**config.mk**
```make
export PLATFORM = sky130hd
export DESIGN_NAME = uart_rx_fifo
export DESIGN_NICKNAME = d
export VERILOG_FILES = /design/src/rtl/uart_rx_fifo_pkg.sv /design/src/rtl/sync_fifo.sv /design/src/rtl/uart_rx_fifo.sv
export SDC_FILE = /design/constraint.sdc
export NUM_CORES = 1
export LEC_CHECK = 0
export ABC_AREA = 1
export BUFFER_PORTS_ARGS = -buffer_cell sky130_fd_sc_hd__buf_2
export CAP_MARGIN = 0
export CORE_MARGIN = 8
export CORE_UTILIZATION = 55
export DETAILED_ROUTE_END_ITERATION = 8
export PLACE_DENSITY_LB_ADDON = 0.3
export SLEW_MARGIN = 30
export SYNTH_ARGS = -nofsm -noshare
export SYNTH_HDL_FRONTEND = slang
export SYNTH_SLANG_ARGS = --single-unit
```
**constraint.sdc**
```tcl
create_clock -name clk_core -period 6.55 [get_ports clk_core]
set_input_delay 1.31 -clock clk_core [delete_from_list [all_inputs] [get_ports clk_core]]
set_output_delay 1.31 -clock clk_core [all_outputs]
set_load 0.01 [all_outputs]
```
**src/rtl/uart_rx_fifo_pkg.sv**
```systemverilog
// Shared types and constants for the UART receive path.
// Holds the receiver state encoding and frame geometry.
package uart_rx_fifo_pkg;

  typedef enum logic [2:0] {
    IDLE,
    START,
    DATA,
    STOP,
    BREAK
  } state_t;

  // 47.9 MHz core clock at 115200 baud
  localparam int CORE_DIVISOR = 416;
  localparam int FRAME_BITS = 8;

endpackage

```
**src/rtl/sync_fifo.sv**
```systemverilog
// Show-ahead synchronous FIFO with explicit occupancy count.
// A push into a full FIFO is accepted only alongside a pop.
module sync_fifo #(
  parameter int WIDTH = 8,
  parameter int DEPTH_LOG2 = 4
) (
  input  logic                  clk,
  input  logic                  reset,
  input  logic                  push,
  input  logic [WIDTH-1:0]      wr_data,
  input  logic                  pop,
  output logic [WIDTH-1:0]      rd_data,
  output logic [DEPTH_LOG2:0]   count,
  output logic                  full,
  output logic                  empty
);

  localparam int DEPTH = 1 << DEPTH_LOG2;
  localparam int CW = DEPTH_LOG2 + 1;

  logic [WIDTH-1:0]      mem [DEPTH];
  logic [DEPTH_LOG2-1:0] wr_ptr;
  logic [DEPTH_LOG2-1:0] rd_ptr;
  logic                  do_push;
  logic                  do_pop;

  assign empty = (count == '0);
  assign full = (count == CW'(DEPTH));
  assign do_pop = pop && !empty;
  assign do_push = push && (!full || do_pop);
  assign rd_data = mem[rd_ptr];

  always_ff @(posedge clk) begin
    if (reset) begin
      wr_ptr <= '0;
      rd_ptr <= '0;
      count <= '0;
    end else begin
      if (do_push) wr_ptr <= wr_ptr + 1'b1;
      if (do_pop) rd_ptr <= rd_ptr + 1'b1;
      count <= count + CW'(do_push) - CW'(do_pop);
    end
  end

  always_ff @(posedge clk) begin
    if (do_push) mem[wr_ptr] <= wr_data;
  end

endmodule

```
**src/rtl/uart_rx_fifo.sv**
```systemverilog
// 8N1 UART receiver feeding a show-ahead FIFO.
// Drives cts_n from FIFO occupancy with hysteresis.
module uart_rx_fifo
  import uart_rx_fifo_pkg::*;
#(
  parameter int DIVISOR = CORE_DIVISOR,
  parameter int DEPTH_LOG2 = 4,
  parameter int CTS_HIGH = 12,
  parameter int CTS_LOW = 4
) (
  input  logic                  clk_core,
  input  logic                  reset,
  input  logic                  rx,
  output logic [7:0]            rd_data,
  output logic                  rd_valid,
  input  logic                  rd_ack,
  output logic [DEPTH_LOG2:0]   count,
  output logic                  overrun,
  output logic                  frame_err,
  input  logic                  clr_err,
  output logic                  cts_n
);

  localparam int CW = DEPTH_LOG2 + 1;
  localparam logic [15:0] HALF = 16'(DIVISOR / 2 - 1);
  localparam logic [15:0] RELOAD = 16'(DIVISOR - 1);
  localparam logic [2:0] LAST = 3'(FRAME_BITS - 1);

  logic                  rx_meta;
  logic                  rx_s;
  logic                  rx_prev;
  state_t                state;
  state_t                state_n;
  logic [15:0]           baud_cnt;
  logic [15:0]           baud_n;
  logic [2:0]            idx;
  logic [2:0]            idx_n;
  logic [FRAME_BITS-1:0] shreg;
  logic [FRAME_BITS-1:0] shreg_n;
  logic                  push;
  logic                  stop_bad;
  logic                  full;
  logic                  empty;
  logic                  wr_en;
  logic                  rd_en;
  logic [CW-1:0]         count_n;

  always_ff @(posedge clk_core) begin
    if (reset) begin
      rx_meta <= 1'b1;
      rx_s <= 1'b1;
      rx_prev <= 1'b1;
    end else begin
      rx_meta <= rx;
      rx_s <= rx_meta;
      rx_prev <= rx_s;
    end
  end

  always_ff @(posedge clk_core) begin
    if (reset) begin
      state <= IDLE;
      baud_cnt <= '0;
      idx <= '0;
      shreg <= '0;
    end else begin
      state <= state_n;
      baud_cnt <= baud_n;
      idx <= idx_n;
      shreg <= shreg_n;
    end
  end

  always_comb begin
    state_n = state;
    baud_n = baud_cnt;
    idx_n = idx;
    shreg_n = shreg;
    push = 1'b0;
    stop_bad = 1'b0;
    unique case (state)
      IDLE: begin
        if (rx_prev && !rx_s) begin
          baud_n = HALF;
          state_n = START;
        end
      end
      START: begin
        if (baud_cnt == '0) begin
          if (rx_s) begin
            state_n = IDLE;
          end else begin
            baud_n = RELOAD;
            idx_n = '0;
            state_n = DATA;
          end
        end else begin
          baud_n = baud_cnt - 16'd1;
        end
      end
      DATA: begin
        if (baud_cnt == '0) begin
          shreg_n = {rx_s, shreg[FRAME_BITS-1:1]};
          baud_n = RELOAD;
          idx_n = idx + 3'd1;
          if (idx == LAST) state_n = STOP;
        end else begin
          baud_n = baud_cnt - 16'd1;
        end
      end
      STOP: begin
        if (baud_cnt == '0) begin
          if (rx_s) begin
            push = 1'b1;
            state_n = IDLE;
          end else begin
            stop_bad = 1'b1;
            state_n = BREAK;
          end
        end else begin
          baud_n = baud_cnt - 16'd1;
        end
      end
      // a held-low line must not retrigger framing
      BREAK: begin
        if (rx_s) state_n = IDLE;
      end
      default: state_n = IDLE;
    endcase
  end

  sync_fifo #(
    .WIDTH(FRAME_BITS),
    .DEPTH_LOG2(DEPTH_LOG2)
  ) u_fifo (
    .clk(clk_core),
    .reset(reset),
    .push(push),
    .wr_data(shreg),
    .pop(rd_ack),
    .rd_data(rd_data),
    .count(count),
    .full(full),
    .empty(empty)
  );

  assign rd_valid = !empty;
  assign rd_en = rd_ack && !empty;
  assign wr_en = push && (!full || rd_en);
  assign count_n = count + CW'(wr_en) - CW'(rd_en);

  always_ff @(posedge clk_core) begin
    if (reset) begin
      overrun <= 1'b0;
      frame_err <= 1'b0;
      cts_n <= 1'b0;
    end else begin
      if (push && !wr_en) overrun <= 1'b1;
      else if (clr_err) overrun <= 1'b0;
      if (stop_bad) frame_err <= 1'b1;
      else if (clr_err) frame_err <= 1'b0;
      if (count_n >= CW'(CTS_HIGH)) cts_n <= 1'b1;
      else if (count_n <= CW'(CTS_LOW)) cts_n <= 1'b0;
    end
  end

endmodule
```
==> impl_metrics.yaml, run 1 <==
run_status:
  status: "finished clean"
sta:
  worstMarginPinSlew_ns: 1.04
  fin_skew_ns: 0.00911
  maxSlewViolCount: 0
  min_period_over_period_pct: 69.0
  tns_ns: 0
  fmax_ghz: 0.221
  finalSetupViolCount: 0
  layout_min_cycle_time_ns: 4.52
  finalHoldViolCount: 0
  slew_headroom_pct: 30.5
  rsz0062_at_grt: "false"
final_layout:
  syn2layout_area_growth_pct: 10.9
  fin_area_um2: 8530
  fin_nets: 768
  diodes: 0
  drive_gt1_share_pct: 11.3
  fillers: 1152
pwr:
  irDropWorstVdd_mv: 0.262
  p_clk_share_pct: 28.8
  p_per_area_nw_per_um2: 405
  p_int_mw: 2.24
  pwr-share-comb_pct: 29.8
  switching_share_pct: 35.3
  p_leak_nw: 3.09
  p_seq_share_pct: 41.5
  switchingPower_mw: 1.22
clocking:
  post_cts_buffers: 0
  cts_tree: "built"
  cts_max_path_buffers: 2
  clock_latency_ns: 0.43
  clk_pin_slew_ns: 0.06
  cts_resized: 0
  numClockSinks: 181
  cts_root_buf: "clkbuf_16"
  cts_max_level: 4
  cts_made_buffers: 17
  hold_buffers: 0
setup_path:
  crit_slowest_cell: "clkinv_2"
  worst-path-buf-inv: 3
  arrival_ns: 3.21
  critical_path_class: "register to output port"
  critical_path_required_ns: 5.24
  cp-start-kind: "register"
  cp_cell_sequence: "buf_4 -> clkinv_2 -> o21ai_0 -> o22ai_1 -> o211ai_1 -> nand2_1 -> buf_2"
  crit_path_max_incr_delay_ns: 0.82
  critPathTopFamily: "buffers and inverters"
  crit_path_end_kind: "output port"
  cp_max_fo: 65
yosys:
  synthCells: 732
  synth-edff-count: 128
  synth_area_um2: 7690
  ys.warnings.count: 0
  ys_ff_latch: 181
  ys_async_sr_fraction_pct: 0
  synthDistinctLibCells: 37
  syn-num-nets: 753
  ys_seq_area_share_pct: 63.8
  synth_ff_type: "edfxtp_1"
  syn_avg_cell_area_um2: 10.5
flow_run:
  cap_violations: 0
die:
  die_h_um: 134
  core_area_um2: 13800
  ios: 22
  num_rows: 43
  fp.dieW_um: 134
  start_util_pct: 55.9
  fp.dieArea_um2: 18000
global_route:
  grt-ovfl-total: 0
  grt_max_degree: 66
  antenna_found_initial: 0
  grt_pass1_wl_um: 27600
  grt_pass1_vias: 5504
  track_usage_pct: 19.6
min_path:
  min_path_type: "register to register"
routing:
  routed_wl_um: 17100
  routedWlPerCell_um: 18.2
  drc: 0
  drt_iter0_drc: 582
  vias_per_cell: 5.86
  drtAntennaViolNets: 0
  via_count: 5505
  dr.pass1.iters: 5
placement:
  dpl.hpwl_um: 10600
  portBuffers: 21
  place_congestion: 0.807
  place_area_um2: 7930
==> cells by family (layout without fill, tap and decap cells) <==
family / count (synthesis) / in the layout / synth area share, %
xor gates and xnor gates: 8 / 8 / 0.911
DFF: 181 / 181 / 63.8
AOI/OAI and AO/OA: 165 / 165 / 12.6
adders and majority gates: 16 / 16 / 2.70
and+or+nand+nor: 272 / 272 / 15.5
buffers and inverters: 90 / 118 / 4.52
==> registers in the layout (all words and copies together) (netlist names), 3 cells and up, named ones only <==
register / flops
idx: 3
state: 3
u_fifo.count: 5
u_fifo.rd_ptr: 4
u_fifo.mem: 128
shreg: 8
u_fifo.wr_ptr: 4
baud_cnt: 16
==> final cells by class <==
type | count | area, um2 | share of cell area (%)
Inverter | 62 | 234 | 2.74
Sequential cell | 181 | 4910 | 57.5
Clock inverter | 15 | 155 | 1.82
Clock buffer | 17 | 425 | 4.99
Tap cell | 180 | 225 | 2.64
Multi-Input combinational cell | 461 | 2460 | 28.8
Timing Repair Buffer | 24 | 128 | 1.50
==> final timing paths <==
| path | start | depth (start not counted) | slack, ns | end |
|---|---|---|---|---|
| setup / recovery | register | 7 | 2.03 | rd_data[0] |
| hold / removal | rx_meta$_SDFF_PP1_ | 1 | 0.42 | rx_s$_SDFF_PP1_ |
| setup reg to reg | u_fifo.count[3]$_SDFF_PP0_ | 19 | 3.79 | cts_n$_SDFFE_PP0P_ |
| hold reg to reg | rx_meta$_SDFF_PP1_ | 1 | 0.42 | rx_s$_SDFF_PP1_ |
==> per-layer routing <==
layer  up-vias  routed length (um)  global-route usage, %
li1       2593                   -                      -
met1      2645                7000                   24.8
met2       239                8350                   31.9
met3        28                1470                   4.53
met4         0                 286                   7.86
met5         -                   0                      0
==> cells in the final DEF, fill, tap and decap left out, types with 6 or more instances in the layout <==
cell	netlist	routed
nand4_1	7	7
nor2_2	5	12
ha_1	15	15
edfxtp_1	128	128
nand2_1	77	77
o21ai_1	6	6
o211ai_1	10	10
o221ai_1	23	23
buf_2	2	21
clkbuf_16	0	17
nand3_1	32	32
inv_1	57	56
o21ai_0	82	82
a21oi_1	32	32
o22ai_1	9	9
nor2_1	132	125
dfxtp_1	53	52
==> metrics by stage <==
stage	hold slack (ns)	util [%]	power, mW	std cells	setup WS [ns]
finish	0.418	61.9	3.46	940	2.03
global route	0.455	61.9	3.66	940	1.80
CTS	0.421	61.8	3.47	940	2.47
detailed placement	0.403	57.6	2.48	908	2.93
global placement	0.393	57.6	2.43	908	2.98
floorplan	0.389	-	2.22	732	3.50
==> power groups by stage <==
stage | Clock, mW | Sequential, mW | Combinational, mW
after global placement | 0 | 1.45 | 0.984
final | 0.994 | 1.43 | 1.03
after CTS | 1.01 | 1.43 | 1.03
after global routing | 1.05 | 1.45 | 1.16
after floorplan | 0 | 1.43 | 0.788
after detailed placement | 0 | 1.46 | 1.02
==> cell usage after synthesis, types with 5 or more instances <==
master	n	share of area, %
nand4_1	7	0.57
edfxtp_1	128	50
dfxtp_1	53	14
a21oi_1	32	2.1
xor2_1	5	0.57
o21ai_1	6	0.39
nand2_1	77	3.8
ha_1	15	2.4
o211ai_1	10	0.98
nor2_1	132	6.4
inv_1	57	2.8
o21ai_0	82	5.3
clkbuf_1	25	1.2
o22ai_1	9	0.73
nand3_1	32	2.1
nor2_2	5	0.41
o221ai_1	23	2.6
Power figures use the tool's default switching activity.
==> run 2: changes to the inputs <==
==> constraint.sdc (replaced) <==
create_clock -name clk_core -period 3.9 [get_ports clk_core]
set_input_delay 0.78 -clock clk_core [delete_from_list [all_inputs] [get_ports clk_core]]
set_output_delay 0.78 -clock clk_core [all_outputs]
set_load 0.01 [all_outputs]
==> run 2 against run 1 <==
Net effect: sequential power rose by 69%; critical path type unchanged; highest routed layer unchanged; via count is 2.5% lower; final area about the same; worst hold slack lost 0.0038 ns.
==> impl_metrics.yaml, run 2 (synthesis gave the netlist of run 1 again) <==
run_status:
  status: "finished clean"
flow_run:
  cap_violations: 0
sta:
  finalHoldViolCount: 0
  holdWs_ns: 0.414
  finalSetupViolCount: 0
  tns_ns: 0
  maxSlewViolCount: 0
  fmax_ghz: 0.331
  slew_headroom_pct: 44.8
  worstMarginPinSlew_ns: 0.825
  fin_skew_ns: 0.00693
  rsz0062_at_grt: "false"
  min_period_over_period_pct: 77.5
  layout_min_cycle_time_ns: 3.02
placement:
  dpl.hpwl_um: 10500
  portBuffers: 21
  place_congestion: 0.806
final_layout:
  drive_gt1_share_pct: 10.2
  largest_register_ffs: 128
  syn2layout_area_growth_pct: 10.9
  diodes: 0
  multi_input_area_um2: 2440
  fillers: 1131
  fin_nets: 771
  reg_top3: "u_fifo.mem (128), baud_cnt (16), shreg (8)"
  final_core_util_pct: 61.9
  register_area_um2: 4910
  final_cell_mix: "132 x nor2_1, 128 x edfxtp_1, 82 x o21ai_0"
  top_register: "u_fifo.mem"
  layout_commonest_cell: "nor2_1"
setup_path:
  r2r-start: "u_fifo.count[2]$_SDFF_PP0_"
  critical_path_class: "register to output port"
  critical_path_required_ns: 3.12
  cp_max_fo: 41
  r2r_slack_ns: 1.18
  arrival_ns: 2.24
  cp-start-kind: "register"
  r2r_end: "cts_n$_SDFFE_PP0P_"
  reg2regPathDepth: 15
  crit_path_end_kind: "output port"
routing:
  via_count: 5369
  drt_iter0_drc: 516
  routed_wl_um: 16200
  drtAntennaViolNets: 0
  dr.pass1.iters: 5
  routedWlPerCell_um: 17.1
  drc: 0
  vias_per_cell: 5.69
global_route:
  grt_pass1_wl_um: 26100
  grt-ovfl-total: 0
  track_usage_pct: 18.6
  grt_max_degree: 65
  antenna_found_initial: 0
  grt_pass1_vias: 5152
die:
  ios: 22
  core_area_um2: 13800
  num_rows: 43
  start_util_pct: 55.9
  die_h_um: 134
  fp.dieW_um: 134
  fp.dieArea_um2: 18000
clocking:
  cts_root_buf: "clkbuf_16"
  cts_max_level: 4
  hold_buffers: 0
  numClockSinks: 181
  clk_pin_slew_ns: 0.06
  post_cts_buffers: 0
  clock_latency_ns: 0.43
  cts_made_buffers: 17
  cts_max_path_buffers: 2
  cts_tree: "built"
  cts_resized: 0
pwr:
  irDropWorstVdd_mv: 0.443
  p_per_area_nw_per_um2: 686
  p_leak_nw: 3.10
min_path:
  worstHoldEndpoint: "rx_s$_SDFF_PP1_"
  min_path_type: "register to register"
  worst_hold_startpoint: "rx_meta$_SDFF_PP1_"
  hold_depth: 1
run 2: worst max-delay path by stage:
stage                         end  slack [ns]  cells past startpoint
2_1_floorplan  cts_n$_SDFFE_PP0P_        1.38                     19
5_1_grt                rd_data[3]        0.74                      7
3_3_place_gp   cts_n$_SDFFE_PP0P_        1.13                     15
4_1_cts                rd_data[4]        0.88                      7
3_5_place_dp   cts_n$_SDFFE_PP0P_        1.06                     15
6_report               rd_data[3]        0.88                      7
run 2: area by class of cell:
| class | instances | share of cell area, % |
|---|---|---|
| clock buffers | 21 | 5.16 |
| clock inverters | 11 | 1.57 |
| inverters | 62 | 2.73 |
| multi-input cells | 461 | 28.6 |
| flip-flops and latches | 181 | 57.5 |
| well taps | 180 | 2.64 |
| repair buffers | 27 | 1.76 |
run 2: report_power, final:
group          switching [mW]  leakage [nW]  internal, mW  total [mW]
clock network           0.674         0.276         0.998        1.67
registers               0.185          1.60          2.23        2.42
logic                    1.17          1.22         0.593        1.76
run 2: metrics by stage:
step	total power, mW	instance area [um2]	setup slack, ns	std cells
2_1_floorplan	3.73	7690	1.38	732
3_3_place_gp	4.14	7950	1.13	911
3_5_place_dp	4.21	7950	1.06	911
4_1_cts	5.88	8530	0.877	943
5_1_grt	6.20	8530	0.741	943
6_report	5.85	8530	0.878	943
run 2: critical path: stages (launching register included):
cell and delay, ns:
dfxtp_2 0.32, inv_2 0.47, buf_4 0.33, o21ai_0 0.10, o221ai_1 0.24, nand3_1 0.12
nand2_1 0.09, buf_2 0.13
run 2: routing by layer:
metal / wire length [um] / global-route usage [%]
met1: 6810 / 23.6
met2: 7810 / 30.3
met3: 1210 / 3.74
met4: 337 / 7.80
met5: 0 / 0
==> run 3: changes to the inputs <==
==> constraint.sdc (replaced) <==
create_clock -name clk_core -period 2.9 [get_ports clk_core]
set_input_delay 0.58 -clock clk_core [delete_from_list [all_inputs] [get_ports clk_core]]
set_output_delay 0.58 -clock clk_core [all_outputs]
set_load 0.01 [all_outputs]
==> run 3 against run 2 <==
Net effect: clock power up 34%; largest cell class unchanged; clock skew down 0.00062 ns; critical endpoint is now rd_data[1]; wire length up 1.7%; highest routed layer unchanged; clock-buffer cell count down 2; cell count up 1.8%; critical path type unchanged; critical path depth down 1.
==> impl_metrics.yaml, run 3 (synthesis gave the netlist of run 1 again) <==
run_status:
  status: "finished clean"
sta:
  fin_skew_ns: 0.00631
  worstMarginPinSlew_ns: 0.785
  maxSlewViolCount: 0
  tns_ns: 0
  slew_headroom_pct: 47.5
  layout_min_cycle_time_ns: 2.76
  holdWs_ns: 0.333
  min_period_over_period_pct: 95.3
  rsz0062_at_grt: "false"
  finalSetupViolCount: 0
  fmax_ghz: 0.362
  finalHoldViolCount: 0
final_layout:
  final_cell_mix: "132 x nor2_1, 128 x edfxtp_1, 82 x o21ai_0"
  syn2layout_area_growth_pct: 12.9
  largest_register_ffs: 128
  fin_nets: 790
  layout_commonest_cell: "nor2_1"
  final_core_util_pct: 63.1
  stdcell_count: 960
  drive_gt1_share_pct: 12.6
  diodes: 0
  reg_top3: "u_fifo.mem (128), baud_cnt (16), shreg (8)"
  top_register: "u_fifo.mem"
placement:
  numPlacedInstances: 927
  dpl.hpwl_um: 10600
  place_congestion: 0.823
  portBuffers: 21
routing:
  drc: 0
  routedWlPerCell_um: 17.1
  vias_per_cell: 5.65
  via_count: 5426
  dr.pass1.iters: 5
  routed_wl_um: 16500
  drtAntennaViolNets: 0
  drt_iter0_drc: 489
global_route:
  track_usage_pct: 18.8
  grt-ovfl-total: 0
  antenna_found_initial: 0
  grt_max_degree: 65
  grt_pass1_vias: 5269
  grt_pass1_wl_um: 26300
setup_path:
  crit_slowest_cell: "dfxtp_1"
  critical_path_required_ns: 2.32
  cp_max_fo: 28
  crit_path_max_incr_delay_ns: 0.50
  worst-path-buf-inv: 2
  critPathTopFamily: "flip-flops"
  cp_cell_sequence: "buf_4 -> o21ai_0 -> o221ai_1 -> nand3_1 -> nand2_1 -> buf_2"
  crit_path_end_kind: "output port"
  arrival_ns: 2.18
  critical_path_class: "register to output port"
  cp-start-kind: "register"
clocking:
  clock_latency_ns: 0.42
  numClockSinks: 181
  cts_max_path_buffers: 2
  cts_root_buf: "clkbuf_16"
  clk_pin_slew_ns: 0.06
  cts_tree: "built"
  cts_made_buffers: 17
  hold_buffers: 0
  cts_max_level: 4
die:
  ios: 22
  num_rows: 43
  fp.dieArea_um2: 18000
  core_area_um2: 13800
  die_h_um: 134
  fp.dieW_um: 134
  start_util_pct: 55.9
flow_run:
  cap_violations: 0
pwr:
  finalPower_mw: 7.90
  irDropWorstVdd_mv: 0.573
  p_leak_nw: 3.21
  p_per_area_nw_per_um2: 910
min_path:
  min_path_type: "input port to register"
## run 3: cell count changes in the layout (fill, tap and decap cells not counted), sizes merged
cell      before  now
clkbuf        21   19
buf           27   46
inv           61   60
clkinvlp       2    3
## run 3: through the flow
step / cell area (um2) / setup slack [ns]
global placement: 8090 / 0.355
detailed placement: 8090 / 0.242
floorplan: 7690 / 0.383
global route: 8690 / 0.00319
finish: 8690 / 0.138
CTS: 8660 / 0.0426
## run 3: what timing repair did
item / 4_1_cts / 5_1_grt
resized for setup: 0 / 2
endpoints found under the setup margin: 0 / 4
buffers inserted: 0 / 3
## run 3: area by class of cell
type / instances / area [um2]
clock buffer: 19 / 433
clock inverter: 11 / 136
fill: 1076 / 5090
inverter: 62 / 236
multi-input combinational: 461 / 2440
sequential: 181 / 4910
tap: 180 / 225
timing repair buffer: 46 / 309
## run 3: path summary, 6_finish.rpt
kind / slack, ns / depth (start not counted) / end / from
hold reg to reg: 0.41 / 1 / rx_s$_SDFF_PP1_ / rx_meta$_SDFF_PP1_
hold / removal: 0.33 / 2 / rx_meta$_SDFF_PP1_ / rx
setup reg to reg: 0.24 / 19 / cts_n$_SDFFE_PP0P_ / u_fifo.count[3]$_SDFF_PP0_
setup / recovery: 0.14 / 6 / rd_data[1] / register
## run 3: worst register-to-register path, delay by kind of cell, from the launching register on
| family | cells | cell delay [ns] |
|---|---|---|
| and+or+nand+nor | 6 | 0.47 |
| adders and majority gates | 4 | 1.00 |
| xor gates and xnor gates | 1 | 0.13 |
| AOI/OAI and AO/OA | 2 | 0.18 |
| buffers and inverters | 6 | 0.41 |
| DFF | 1 | 0.33 |
## run 3: where the power goes
part           switching, mW  leakage, nW  total (mW)  internal [mW]
sequential             0.253         1.60        3.26           3.00
clock                  0.899        0.274        2.23           1.33
combinational           1.59         1.33        2.41          0.826
## run 3: per-layer routing
layer / vias to the layer above / GRT usage [%] / part of all wire (%) / wire length [um]
met5: - / 0 / 0 / 0
met4: 0 / 9.36 / 2.8 / 461
met3: 35 / 3.40 / 6.5 / 1070
met2: 199 / 30.5 / 48 / 7850
met1: 2563 / 23.6 / 43 / 7070
li1: 2629 / - / - / -
